## src/rtl/dendy_bus.sv

```systemverilog
// dendy_bus: CPU-side bus responder for the Dendy core.
// Decodes the 6502 address map, muxes read data back to the CPU, raises
// one-clock PPU/RAM strobes, runs the $4014 OAM DMA engine (stalling the CPU)
// and implements the $4016/$4017 joypad shift registers.
// Optional build macro DENDY_OPENBUS_EN: unmapped reads and the joypad upper
// bits come from an open-bus latch instead of fixed constants.
module dendy_bus #(
   parameter int         RAM_AW   = 11,
   parameter int         PRG_AW   = 15,
   parameter logic [7:0] OPEN_VAL = 8'hFF
) (
   input  logic              clock,
   input  logic              reset_n,
   input  logic              ce_in,
   output logic              cpu_ce,
   input  logic [15:0]       cpu_a,
   input  logic [7:0]        cpu_d,
   input  logic              cpu_r,
   input  logic              cpu_w,
   output logic [7:0]        cpu_i,
   output logic [RAM_AW-1:0] ram_a,
   output logic [7:0]        ram_d,
   output logic              ram_we,
   input  logic [7:0]        ram_q,
   output logic [PRG_AW-1:0] prg_a,
   input  logic [7:0]        prg_q,
   output logic [2:0]        ppu_a,
   output logic [7:0]        ppu_d,
   output logic              ppu_r,
   output logic              ppu_w,
   input  logic [7:0]        ppu_q,
   input  logic [7:0]        joy1,
   input  logic [7:0]        joy2
);

   localparam logic [2:0] S_IDLE  = 3'd0;
   localparam logic [2:0] S_WAIT  = 3'd1;
   localparam logic [2:0] S_ALIGN = 3'd2;
   localparam logic [2:0] S_RD    = 3'd3;
   localparam logic [2:0] S_WR    = 3'd4;

   localparam logic [2:0] R_NONE = 3'd0;
   localparam logic [2:0] R_RAM  = 3'd1;
   localparam logic [2:0] R_PPU  = 3'd2;
   localparam logic [2:0] R_JOY1 = 3'd3;
   localparam logic [2:0] R_JOY2 = 3'd4;
   localparam logic [2:0] R_PRG  = 3'd5;

   function automatic logic [2:0] decode(input logic [15:0] a);
      logic [2:0] r;
      if (a[15])                   r = R_PRG;
      else if (a[15:13] == 3'b000) r = R_RAM;
      else if (a[15:13] == 3'b001) r = R_PPU;
      else if (a == 16'h4016)      r = R_JOY1;
      else if (a == 16'h4017)      r = R_JOY2;
      else                         r = R_NONE;
      return r;
   endfunction

   logic [2:0] state_q, state_d;
   logic [7:0] page_q, page_d;
   logic [7:0] idx_q, idx_d;
   logic [7:0] dbuf_q, dbuf_d;
   logic       parity_q, parity_d;
   logic       strobe_q, strobe_d;
   logic [7:0] sh1_q, sh1_d;
   logic [7:0] sh2_q, sh2_d;
   logic [2:0] region_q, region_d;

   logic        idle;
   logic [15:0] m_addr;
   logic [7:0]  m_data;
   logic [2:0]  m_region;
   logic        m_rd;
   logic        rd_stb;
   logic        wr_stb;
   logic [6:0]  joy_hi;
   logic [7:0]  open_val;
   logic [7:0]  rdata;

   // The DMA engine owns the bus whenever it is not idle; only the CPU writes.
   assign idle     = (state_q == S_IDLE);
   assign m_addr   = idle ? cpu_a : {page_q, idx_q};
   assign m_data   = idle ? cpu_d : dbuf_q;
   assign m_region = decode(m_addr);
   assign m_rd     = idle ? cpu_r : (state_q == S_RD);
   assign rd_stb   = ce_in & m_rd;
   assign wr_stb   = ce_in & idle & cpu_w;

`ifdef DENDY_OPENBUS_EN
   logic [7:0] ob_q, ob_d;
   assign joy_hi   = ob_q[7:1];
   assign open_val = ob_q;
`else
   assign joy_hi   = 7'b0100000;
   assign open_val = OPEN_VAL;
`endif

   // Read-data mux on the region registered one clock after the address.
   always_comb begin
      case (region_q)
         R_RAM:   rdata = ram_q;
         R_PPU:   rdata = ppu_q;
         R_PRG:   rdata = prg_q;
         R_JOY1:  rdata = {joy_hi, sh1_q[0]};
         R_JOY2:  rdata = {joy_hi, sh2_q[0]};
         default: rdata = open_val;
      endcase
   end

   // Next-state logic: region tracking, parity, joypads and the DMA FSM.
   always_comb begin
      region_d = m_region;
      parity_d = parity_q ^ ce_in;
      strobe_d = strobe_q;
      sh1_d    = sh1_q;
      sh2_d    = sh2_q;
      state_d  = state_q;
      page_d   = page_q;
      idx_d    = idx_q;
      dbuf_d   = dbuf_q;
`ifdef DENDY_OPENBUS_EN
      ob_d     = ob_q;
      if (ce_in && idle) ob_d = rdata;
`endif

      if (wr_stb && m_region == R_JOY1) strobe_d = cpu_d[0];

      // While strobed the pads are reloaded continuously; otherwise each
      // read shifts toward bit 0 and backfills with 1s.
      if (strobe_q) begin
         sh1_d = joy1;
         sh2_d = joy2;
      end else begin
         if (rd_stb && m_region == R_JOY1) sh1_d = {1'b1, sh1_q[7:1]};
         if (rd_stb && m_region == R_JOY2) sh2_d = {1'b1, sh2_q[7:1]};
      end

      case (state_q)
         S_IDLE: begin
            if (wr_stb && m_addr == 16'h4014) begin
               state_d = S_WAIT;
               page_d  = cpu_d;
               idx_d   = 8'd0;
            end
         end
         S_WAIT:  if (ce_in) state_d = parity_d ? S_ALIGN : S_RD;
         S_ALIGN: if (ce_in) state_d = S_RD;
         S_RD: begin
            if (ce_in) begin
               dbuf_d  = rdata;
               state_d = S_WR;
            end
         end
         S_WR: begin
            if (ce_in) begin
               idx_d   = idx_q + 8'd1;
               state_d = (idx_q == 8'hFF) ? S_IDLE : S_RD;
            end
         end
         default: state_d = S_IDLE;
      endcase
   end

   // Control state with synchronous active-low reset.
   always_ff @(posedge clock) begin
      if (!reset_n) begin
         state_q  <= S_IDLE;
         parity_q <= 1'b0;
         strobe_q <= 1'b0;
         sh1_q    <= 8'h00;
         sh2_q    <= 8'h00;
         region_q <= R_NONE;
`ifdef DENDY_OPENBUS_EN
         ob_q     <= 8'hFF;
`endif
      end else begin
         state_q  <= state_d;
         parity_q <= parity_d;
         strobe_q <= strobe_d;
         sh1_q    <= sh1_d;
         sh2_q    <= sh2_d;
         region_q <= region_d;
`ifdef DENDY_OPENBUS_EN
         ob_q     <= ob_d;
`endif
      end
   end

   // DMA datapath registers; only meaningful while the FSM is active.
   always_ff @(posedge clock) begin
      page_q <= page_d;
      idx_q  <= idx_d;
      dbuf_q <= dbuf_d;
   end

   // Bus outputs; held at zero in reset while cpu_ce still follows ce_in.
   always_comb begin
      cpu_ce = ce_in & (idle | ~reset_n);
      cpu_i  = 8'h00;
      ram_a  = '0;
      ram_d  = 8'h00;
      ram_we = 1'b0;
      prg_a  = '0;
      ppu_a  = 3'd0;
      ppu_d  = 8'h00;
      ppu_r  = 1'b0;
      ppu_w  = 1'b0;
      if (reset_n) begin
         cpu_i  = rdata;
         ram_a  = m_addr[RAM_AW-1:0];
         ram_d  = m_data;
         ram_we = wr_stb & (m_region == R_RAM);
         prg_a  = m_addr[PRG_AW-1:0];
         ppu_a  = (state_q == S_WR) ? 3'd4 : m_addr[2:0];
         ppu_d  = m_data;
         ppu_w  = (wr_stb & (m_region == R_PPU)) | (ce_in & (state_q == S_WR));
         ppu_r  = rd_stb & (m_region == R_PPU);
      end
   end

endmodule

```

## config.mk

```make
export PLATFORM = sky130hd
export DESIGN_NAME = dendy_bus
export DESIGN_NICKNAME = d
export VERILOG_FILES = /design/src/rtl/dendy_bus.sv
export SDC_FILE = /design/constraint.sdc
export NUM_CORES = 1
export LEC_CHECK = 0
export BUFFER_PORTS_ARGS = -buffer_cell sky130_fd_sc_hd__buf_2
export CAP_MARGIN = 0
export CORE_MARGIN = 5
export CORE_UTILIZATION = 50
export DETAILED_ROUTE_END_ITERATION = 8
export GPL_ROUTABILITY_DRIVEN = 0
export MAX_ROUTING_LAYER = met4
export PLACE_DENSITY = 0.88
export SLEW_MARGIN = 20
export SYNTH_ARGS = -nofsm -noshare
export SYNTH_HDL_FRONTEND = slang
export SYNTH_SLANG_ARGS = --single-unit
```

## constraint.sdc

```tcl
create_clock -name clock -period 4.95 [get_ports clock]
set_clock_uncertainty 0.1 [all_clocks]
set_input_delay 0.99 -clock clock [delete_from_list [all_inputs] [get_ports clock]]
set_output_delay 0.99 -clock clock [all_outputs]
set_load 0.03 [all_outputs]
```

# --- Yosys cells after proc, flatten, opt, wreduce, memory -nomap -nowiden ---
# Cells that the tools add are included.
word_totals:
  word_cells: 91
  inputBits: 69
  ff_bits: 48
op_classes:
  add_sub_neg: 1
  n_eq_ne: 23
  bitwise_logic: 12
  n_reduce_logical: 13
  n_mux: 33
ops:
  columns: ["operator", "n"]
  rows:
  - ["2-to-1 mux 8 bit", 9]
  - ["equality test 16 x 15 -> 1 bit, second input constant", 3]
  - ["case mux 8 bit (5 select lines)", 1]
  - ["2-to-1 mux 3 bit", 12]
  - ["equality test 3 x 2 -> 1 bit, second input constant", 6]
  - ["2-to-1 mux 16 bit", 1]
  - ["case mux 8 bit (2 select lines)", 1]
  - ["2-to-1 mux 15 bit", 1]
  - ["case mux 3 bit (5 select lines)", 1]
  - ["equality test 3 x 1 -> 1 bit, second input constant", 4]
  - ["equality test 3 bit, second input constant", 4]
  - ["2-to-1 mux 11 bit", 1]
  - ["adder 8 x 1 -> 8 bit, second input constant", 1]
  - ["bitwise AND 1 bit", 8]
  - ["equality test 8 bit, second input constant", 1]
  - ["inequality test 2 bit, second input constant", 4]
  - ["zero test 3 bit", 2]
  - ["nonzero test 2 bit", 3]
  - ["2-to-1 mux 1 bit", 5]
  - ["AND reduction 5 bit", 1]
  - ["logical AND 1 bit", 4]
  - ["AND reduction 2 bit", 2]
  - ["AND reduction 3 bit", 1]
  - ["2-to-1 mux 2 bit", 1]
  - ["other kinds (4)", 5]

# --- Depth between registers and ports, before layout ---
logic_depth:
  ltp_word: 12
  depth_mapped: 8

# --- Least setup slack after synthesis ---
# OpenSTA, ideal clock, no wires.
synth_timing:
  kind: "input to output"
  from: "in reset_n"
  to: "out ram_a[10]"
  slack_ps: 1328
  arrival_ps: 2532
  path_buffers: 3
  path_stages: 4
  cell_sequence: "clkbuf_1 clkbuf_1 a21boi_0 buf_4"
synth_via:
  elab_chain_len: 1
synth_rtl:
  columns: ["item", "line_no", "text"]
  rows:
  - ["start, declared", "13", "input logic reset_n,"]
  - ["2-to-1 mux 11 bit", "209", "if (reset_n) begin"]
  - ["end, declared", "21", "output logic [RAM_AW-1:0] ram_a,"]
# No other way between the ends.

# --- Final worst setup path ---
layout_timing:
  from: "reg state_q[2]"
  to: "out ppu_d[6]"
layout_via:
  elab_chain_len: 3
layout_rtl:
  columns: ["item", "line_no", "text"]
  rows:
  - ["start, declared", "60", "logic [2:0] state_q, state_d;"]
  - ["start signal, assigned", "178", "state_q <= state_d;"]
  - ["zero test 3 bit", "82", "assign idle = (state_q == S_IDLE);"]
  - ["2-to-1 mux 8 bit", "84", "assign m_data = idle ? cpu_d : dbuf_q;"]
  - ["2-to-1 mux 8 bit", "209", null]
  - ["end, declared", "28", "output logic [7:0] ppu_d,"]
# No other way between the ends.

==> flow_summary.yaml <==
sta:
  drv_slew: 0
  rsz0062_at_grt: "no"
  min_period_over_period_pct: 69.2
  finalHoldViolCount: 0
  finalSetupTns_ps: 0
  min_period_ps: 3420
  setup_viol_count_final: 0
  relSlewSlack_pct: 38.0
  fmax_mhz: 292
  tightest_slew_ps: 930
power:
  p_per_area_nw_per_um2: 393
  peakVddDrop_v: 0.000288
  p_leak_nw: 1.57
worst_setup_path:
  path_cells: "or3_1 > nand2_1 > a21boi_0 > buf_2"
  crit_buf_inv: 1
  critPathMaxFanout: 28
  cp-start-kind: "register"
  path_class: "register to output pin"
  crit_arrival_ps: 2330
  slowest_stage: "or3_1"
  slowest_delay_ps: 790
  cp_top_family: "simple AND/OR/NAND/NOR gates"
  crit_required_ps: 3860
  endpoint_kind: "output pin"
global_routing:
  grt_max_degree: 64
  grt_pass1_vias: 2886
  grt_pass1_wl_mm: 13.8
  grt-ovfl-total: 0
  track_usage_pct: 20.4
  antenna_found_initial: 0
yosys:
  synth_flop_cell: "edfxtp_1"
  yosysSeqAreaShare_pct: 36.9
  async_flop_share_pct: 0
  yosys_warnings: 0
  netlist-cell-type-count: 54
  synth.area.top_cells: "edfxtp_1 22%, dfxtp_1 15%, nand2_1 7.6%"
  yosysTopAreaCell: "edfxtp_1"
  yosysTopAreaCellShare_pct: 22.2
  syn_area_um2: 3250
  netlist_instances: 387
  ys_seq_elements: 48
  synth_edf_count: 24
  syn_avg_cell_area_um2: 8.40
  synth_nets: 457
clock_network:
  cts-root-buf: "clkbuf_8"
  post_cts.repair.setup_buffers: 0
  cts_sinks: 48
  holdBufCountCts: 0
  post_cts_resized: 0
  path_clk_slew_ps: 80
  clockBufferDepth: 2
  cts_tree: "done"
  h-tree-depth: 2
  clock_latency_ps: 300
  cts_inserted_buffers: 5
cells_and_area:
  nFillCells: 543
  nets: 542
  drive_gt1_share_pct: 32.8
  diodes: 0
  fin_area_um2: 3810
  syn2layout_area_growth_pct: 17.2
detailed_routing:
  vias: 3102
  dr.pass1.iters: 5
  wl_mm: 8.49
  wl_per_cell_um: 15.4
  ant_nets: 0
  via_per_inst: 5.64
  first_iter_violations: 209
  drc: 0
floorplan:
  num_rows: 29
  fp.dieArea_um2: 8220
  die_h_um: 90.6
  core_area_um2: 6350
  initial_utilization_pct: 51.2
  die_w_um: 90.6
  ios: 126
worst_hold_path:
  hold_path.class: "register to register"
placement:
  portBuffers: 125
  post-dp-hpwl_mm: 6.54
  dpl_cell_area_um2: 3700
status:
  status: "finished clean"
flow_run:
  max_cap_violations: 0
==> path summary, 6_finish.rpt <==
kind / start / end / slack [ps] / cells past startpoint
max: state_q[2] / ppu_d[6] / 1530 / 4
min: sh1_q[6] / sh1_q[6] / 410 / 2
max reg2reg: state_q[2] / idx_q[2] / 2280 / 5
min reg2reg: sh1_q[6] / sh1_q[6] / 410 / 2
==> area by class of cell <==
| cell class | instances | area (um^2) | area share, % |
|---|---|---|---|
| tap | 77 | 96.3 | 2.53 |
| sequential | 48 | 1200 | 31.5 |
| multi-input combinational | 284 | 1740 | 45.6 |
| inverter | 6 | 22.5 | 0.591 |
| clock inverter | 3 | 42.5 | 1.12 |
| timing repair buffer | 127 | 641 | 16.8 |
| clock buffer | 5 | 68.8 | 1.81 |
==> sequential cells by signal (all words and copies together), names as in the netlist <==
signal,flops
parity_q,1
strobe_q,1
page_q,8
idx_q,8
sh2_q,8
dbuf_q,8
state_q,3
sh1_q,8
region_q,3
==> logic make-up (layout without fill, tap and decap cells) <==
logic type | Yosys count | after routing | synth area share (%)
AO/OA/AOI/OAI | 119 | 119 | 26.6
XOR/XNOR | 6 | 6 | 1.62
adder cells (fa/ha/maj) | 2 | 2 | 0.693
buffers and inverters | 55 | 141 | 9.58
flip-flops | 48 | 48 | 36.9
multiplexers | 1 | 1 | 0.308
AND/OR/NAND/NOR | 156 | 156 | 24.2
==> synth_stat cells (all sizes together), types with 8 or more instances <==
| cell type | n |
|---|---|
| a21oi | 27 |
| nor2 | 31 |
| edfxtp | 24 |
| nand3 | 8 |
| o21ai | 21 |
| nand2 | 69 |
| a21boi | 36 |
| dfxtp | 24 |
| clkbuf | 19 |
| buf | 30 |
| a211oi | 11 |
| and2 | 14 |
==> through the flow <==
step / hold WS (ps) / power [mW] / instances / worst slack, ps / utilization (%)
3_3_place_gp: 374 / 1.22 / 542 / 1600 / 58.3
6_report: 411 / 1.50 / 550 / 1530 / 60.0
4_1_cts: 412 / 1.50 / 550 / 1510 / 60.0
2_1_floorplan: 357 / 1.09 / 387 / 1330 / -
3_5_place_dp: 393 / 1.23 / 542 / 1590 / 58.3
5_1_grt: 443 / 1.58 / 550 / 1270 / 60.0
==> worst reg2reg max path: cells and delay by family (launching register included) <==
kind	cells	cell delay, ps
AND/OR/NAND/NOR	4	1490
flip-flops	1	430
buffers and inverters	1	320
==> metal layers <==
| layer | part of all wire [%] | vias up | GRT usage [%] |
|---|---|---|---|
| li1 | - | 1526 | - |
| met4 | 1.9 | 0 | 6.33 |
| met3 | 8.0 | 17 | 3.92 |
| met5 | 0 | - | - |
| met1 | 41 | 1418 | 25.8 |
| met2 | 49 | 141 | 33.0 |
==> report_power, final <==
part | leakage, nW | switching (mW) | total (mW) | internal [mW]
logic | 1.09 | 0.532 | 0.748 | 0.217
registers | 0.425 | 0.0317 | 0.469 | 0.437
clock network | 0.0558 | 0.130 | 0.280 | 0.150
total | 1.57 | 0.694 | 1.50 | 0.804
==> placed cells by master (no fill, tap or decap), types with 5 or more instances in the layout <==
cell type / netlist / final
a211oi_1: 5 / 5
a211oi_2: 6 / 6
a21boi_0: 32 / 32
a21oi_1: 27 / 27
a31o_1: 5 / 5
and2_1: 13 / 13
buf_2: 3 / 125
clkbuf_8: 0 / 5
dfxtp_1: 24 / 24
edfxtp_1: 24 / 24
nand2_1: 66 / 66
nand3_1: 8 / 8
nor2_1: 31 / 31
o21ai_0: 21 / 21
o221ai_1: 6 / 6
(Power assumes the default switching activity.)
